`config.mk`:
```
export PLATFORM = sky130hd
export DESIGN_NAME = ys_poly_small_ctrl3
export DESIGN_NICKNAME = d
export VERILOG_FILES = /design/src/rtl/ys_poly_small_ctrl3.sv
export SDC_FILE = /design/constraint.sdc
export NUM_CORES = 1
export LEC_CHECK = 0
export ABC_AREA = 1
export CAP_MARGIN = 40
export CORE_UTILIZATION = 38
export CTS_CLUSTER_DIAMETER = 60
export DETAILED_ROUTE_END_ITERATION = 10
export GPL_TIMING_DRIVEN = 0
export PLACE_DENSITY = 0.76
export SYNTH_ARGS = -nofsm -noshare
export SYNTH_HDL_FRONTEND = slang
export SYNTH_SLANG_ARGS = --single-unit
export TNS_END_PERCENT = 10
```
`constraint.sdc`:
```
create_clock -name clk -period 1.27 [get_ports clk]
set_input_delay 0.254 -clock clk [delete_from_list [all_inputs] [get_ports clk]]
set_output_delay 0.254 -clock clk [all_outputs]
set_load 0.1 [all_outputs]
```
`src/rtl/ys_poly_small_ctrl3.sv`:
```
// Read/write sequencer for the poly_small mode-3 datapath (g[i] = 3*(g[i-1]-g[i]), g[0] = -3*g[0]).
// Optional cycle counter output cyc_cnt enabled by defining YS_POLY_SMALL_CTRL3_CNT_EN.
`timescale 1ns/1ps
module ys_poly_small_ctrl3 #(
  parameter int N_COEF = 509,
  parameter int AW     = 7,
  parameter int RD_LAT = 1
) (
  input  logic          clk,
  input  logic          rst,
  input  logic          start,
  output logic          busy,
  output logic          done,
  output logic          ram1_ena,
  output logic          ram1_enb,
  output logic [AW-1:0] ram1_addra,
  output logic [AW-1:0] ram1_addrb,
  output logic          f_ctr,
  output logic          ram2_wea,
  output logic          ram2_web,
`ifdef YS_POLY_SMALL_CTRL3_CNT_EN
  output logic [15:0]   cyc_cnt,
`endif
  output logic [AW-1:0] ram2_addra,
  output logic [AW-1:0] ram2_addrb
);

  localparam int BEATS = (N_COEF + 7) / 8;
  localparam int BW    = (BEATS > 1) ? $clog2(BEATS) : 1;

  typedef enum logic [1:0] {IDLE, RUN, DRAIN, DONE} state_e;

  state_e        state_q;
  logic [BW-1:0] beat_q;
  logic [1:0]    drain_q;
  logic          rdEn_q;
  logic [AW-1:0] rdAddrA_q;
  logic [AW-1:0] rdAddrB_q;
  logic          busy_q;
  logic          done_q;

  logic [RD_LAT-1:0] pipeV_q;
  logic [BW-1:0]     pipeBeat_q [RD_LAT];

  logic          wrV;
  logic [BW-1:0] wrBeat;

  // Control FSM; beats issue back-to-back because the datapath carries lane 3 into the next beat
  always_ff @(posedge clk) begin
    if (rst) begin
      state_q   <= IDLE;
      beat_q    <= '0;
      drain_q   <= '0;
      rdEn_q    <= 1'b0;
      rdAddrA_q <= '0;
      rdAddrB_q <= '0;
      busy_q    <= 1'b0;
      done_q    <= 1'b0;
    end else begin
      case (state_q)
        IDLE: begin
          if (start) begin
            state_q   <= RUN;
            beat_q    <= '0;
            rdEn_q    <= 1'b1;
            rdAddrA_q <= '0;
            rdAddrB_q <= AW'(1);
            busy_q    <= 1'b1;
          end
        end
        RUN: begin
          if (beat_q == BW'(BEATS - 1)) begin
            state_q   <= DRAIN;
            drain_q   <= '0;
            rdEn_q    <= 1'b0;
            rdAddrA_q <= '0;
            rdAddrB_q <= '0;
          end else begin
            beat_q    <= beat_q + BW'(1);
            rdAddrA_q <= rdAddrA_q + AW'(2);
            rdAddrB_q <= rdAddrB_q + AW'(2);
          end
        end
        DRAIN: begin
          if (drain_q == 2'(RD_LAT - 1)) begin
            state_q <= DONE;
            busy_q  <= 1'b0;
            done_q  <= 1'b1;
          end else begin
            drain_q <= drain_q + 2'd1;
          end
        end
        DONE: begin
          state_q <= IDLE;
          done_q  <= 1'b0;
        end
        default: state_q <= IDLE;
      endcase
    end
  end

  // Delay line matching ram1 read latency so writes line up with datapath output
  always_ff @(posedge clk) begin
    if (rst) begin
      for (int i = 0; i < RD_LAT; i++) begin
        pipeV_q[i]    <= 1'b0;
        pipeBeat_q[i] <= '0;
      end
    end else begin
      pipeV_q[0]    <= rdEn_q;
      pipeBeat_q[0] <= beat_q;
      for (int i = 1; i < RD_LAT; i++) begin
        pipeV_q[i]    <= pipeV_q[i-1];
        pipeBeat_q[i] <= pipeBeat_q[i-1];
      end
    end
  end

  assign wrV    = pipeV_q[RD_LAT-1];
  assign wrBeat = pipeBeat_q[RD_LAT-1];

  assign busy       = busy_q;
  assign done       = done_q;
  assign ram1_ena   = rdEn_q;
  assign ram1_enb   = rdEn_q;
  assign ram1_addra = rdAddrA_q;
  assign ram1_addrb = rdAddrB_q;
  assign ram2_wea   = wrV;
  assign ram2_web   = wrV;
  assign ram2_addra = wrV ? AW'({wrBeat, 1'b0}) : '0;
  assign ram2_addrb = wrV ? AW'({wrBeat, 1'b1}) : '0;
  // Lane 0 of beat 0 has no predecessor, so it uses the -(3*g[0]) form
  assign f_ctr      = !(wrV && (wrBeat == '0));

`ifdef YS_POLY_SMALL_CTRL3_CNT_EN
  logic [15:0] cnt_q;

  // Run-length counter: cleared on accepted start, saturating, held after completion
  always_ff @(posedge clk) begin
    if (rst) begin
      cnt_q <= '0;
    end else if (state_q == IDLE && start) begin
      cnt_q <= '0;
    end else if (busy_q && cnt_q != 16'hFFFF) begin
      cnt_q <= cnt_q + 16'd1;
    end
  end

  assign cyc_cnt = cnt_q;
`endif

endmodule

```
==> impl_metrics.py <==
metrics = {
    "die": {
        "dieArea_um2": 4930,
        "start_util": 0.400,
        "rows": 24,
        "core_um2": 4410,
        "pin_count": 38,
        "die_y_um": 70.2,
        "die_w_um": 70.2,
    },
    "finish": {
        "layoutNonFillerInstCount": 381,
        "final_layout_size_suffix_gt1_frac": 0.477,
        "fin_nets": 340,
        "diodes": 0,
        "areaGrowthSynthToFinish_pct": 83.4,
    },
    "timing": {
        "fin_crit_ns": 1.51,
        "rsz0062_at_grt": "yes",
        "setup_viol": 39,
        "final.setup.tns_ns": -5.08,
        "worst_hold_slack_ns": 0.450,
        "finalClockSkew_ns": 0.0101,
        "finalWorstSetupSlack_ns": -0.238,
        "finalCritPeriodShare": 1.19,
        "final-hold-violation-count": 0,
        "maxSlewViolCount": 0,
        "max_freq_mhz": 663,
    },
    "clock_network": {
        "root_buffer": "clkbuf_8",
        "hold_buffers": 0,
        "path_clk_slew_ns": 0.07,
        "clock_path_buffers": 2,
        "cts_tree": "yes",
        "numCtsBuffers": 5,
        "insertion_delay_ns": 0.29,
        "cts-htree-levels": 2,
        "cts.sinks": 32,
    },
    "grt": {
        "grt-ovfl-total": 0,
        "grt_max_degree": 11,
        "grt_pass1_wl_um": 7280,
        "track_usage": 0.187,
        "antenna_found_initial": 0,
        "grt_pass1_vias": 1618,
    },
    "synthesis": {
        "postSynthCellCount": 248,
        "yosysWarnings": 0,
        "ys_types": 30,
        "synth_area_um2": 1770,
        "ys_ff_latch": 32,
        "ys_seq_area_frac": 0.363,
        "synth.avg_cell_area_um2": 7.12,
    },
    "place": {
        "dp_slack_ns": -0.385,
        "gp_congestion": 0.824,
        "hpwl_um": 3220,
        "portBuffers": 35,
        "placed_cells": 369,
    },
    "setup_path": {
        "critPathMaxFanout": 5,
        "crit_chain": "buf_12 -> nand2_4 -> clkinvlp_4 -> buf_12 -> buf_12",
        "crit_arrival_ns": 1.25,
        "critPathLaunchType": "flip-flop",
        "crit_type": "flip-flop to output pin",
        "cpMaxStageDelayCell": "dfxtp_4",
        "required_ns": 1.02,
        "path_common_cell": "buf_12",
        "worstSetupEndpointType": "output pin",
        "cpPeakStageDelay_ns": 0.36,
    },
    "detailed_routing": {
        "final_antenna_net_count": 0,
        "totalWireLength_um": 4950,
        "dr.pass1.iters": 4,
        "viasPerCell": 4.80,
        "drcViolationCount": 0,
        "drt_iter0_markers": 115,
        "vias": 1830,
        "post_drt_wl_per_cell_um": 13.0,
    },
    "power": {
        "p_leak_nw": 1.48,
        "power_density_nw_per_um2": 2010,
        "ir_drop_mv": 1.62,
    },
    "flow_run": {
        "maxCapViolCount": 0,
    },
    "status": {
        "outcome": "finished, violations left",
        "violations": "setup timing",
    },
    "worst_hold_path": {
        "min_path_type": "flip-flop to flip-flop",
    },
}
## repair_timing
action / 4_1_cts / 5_1_grt
buffers inserted: 7 / 9
gates resized for setup: 172 / 31
pin swaps: 6 / 12
gates cloned: 0 / 2
setup endpoints to repair: 57 / 43
## worst max-delay path, delay by kind of cell, from the launching register on
family	cells	cell delay (ns)
buf+inv	4	0.54
flops	1	0.36
simple gates	1	0.06
## report_power, final
part,internal (mW),switching (mW),total (mW)
clock,0.384,0.367,0.751
sequential,1.22,0.190,1.41
combinational,1.82,2.52,4.34
total,3.42,3.08,6.50
## kinds of logic (layout without fill, tap and decap cells)
logic type	Yosys count	count (layout)	share of synthesized area
AOI/OAI and AO/OA	26	26	0.0878
xor gates and xnor gates	3	3	0.0149
adders and majority gates	9	9	0.0637
buffers and inverters	60	140	0.165
DFF	32	32	0.363
other	1	2	0.00212
and+or+nand+nor	117	117	0.304
## per-layer routing
layer	track usage	part of all wire	wire [µm]
met1	0.212	0.39	1910
met2	0.346	0.55	2750
met3	0.0361	0.042	208
met4	0.0667	0.018	87
met5	0	0	0
## layout by cell type (no fill, tap or decap), types with 4 or more instances in the layout
master | netlist | layout
nand2_1 | 51 | 40
buf_12 | 0 | 36
inv_1 | 42 | 33
nor2_1 | 32 | 29
buf_2 | 1 | 18
buf_6 | 1 | 14
nand3_1 | 14 | 13
a21oi_1 | 14 | 13
dfxtp_2 | 0 | 12
dfxtp_1 | 32 | 12
buf_4 | 12 | 11
nand2_4 | 5 | 10
nand4_1 | 8 | 8
dfxtp_4 | 0 | 8
clkinvlp_4 | 0 | 6
nand2_2 | 2 | 6
ha_1 | 9 | 5
clkbuf_8 | 0 | 5
ha_4 | 0 | 4
## stage by stage
step,instance area [µm²],power [mW],util
2_1_floorplan,1900,3.61,-
3_3_place_gp,2320,4.11,0.525
3_5_place_dp,2810,4.58,0.637
4_1_cts,3000,5.64,0.679
5_1_grt,3240,6.83,0.734
6_report,3240,6.50,0.734
## path summary, 6_finish.rpt
path / from / to / slack (ns) / depth (start not counted)
hold reg to reg: busy / busy / 0.45 / 2
hold / removal: busy / busy / 0.45 / 2
setup reg to reg: state_q[1] / ram1_addra[2] / -0.19 / 10
setup / recovery: ram2_wea / ram2_addrb[1] / -0.24 / 5
## state kept, by name, indices dropped and copies added, names as in the netlist
register,flops
beat_q,6
state_q,2
ram1_addra,6
done,1
busy,1
ram1_addrb,7
drain_q,2
pipeBeat_q,6
ram2_wea,1
## cell usage after synthesis
master    instances  share of area
nand2_2           2         0.0071
a21o_1            1         0.0043
nor2_1           32          0.068
dfxtp_1          32           0.36
nor4_1            1         0.0035
o211ai_1          1         0.0043
nand2_1          51           0.11
buf_4            12          0.051
nand3b_1          1         0.0043
xor2_1            2         0.0099
nand3_1          14          0.040
clkinv_2          1         0.0028
buf_6             1         0.0064
a21oi_1          14          0.040
o21ai_4           1         0.0092
buf_8             1         0.0085
inv_1            42          0.089
nand4_1           8          0.028
nand2_4           5          0.032
conb_1            1         0.0021
nor2_2            2         0.0071
clkbuf_1          1         0.0021
ha_1              9          0.064
nand3_2           1         0.0057
xnor2_1           1         0.0050
inv_2             1         0.0021
buf_2             1         0.0028
o21ai_2           1         0.0050
o21ai_0           6          0.017
o21bai_1          2         0.0085
## final cells by class
class                      instances  area [µm²]
fill                             294        1170
timing repair buffer              76        1040
multi-input combinational        157        1030
sequential                        32         686
inverter                          44         204
buffer                            12         135
clock buffer                       7        76.3
tap                               52        65.1
clock inverter                     1        5.00
Power figures use the tool's default switching activity.
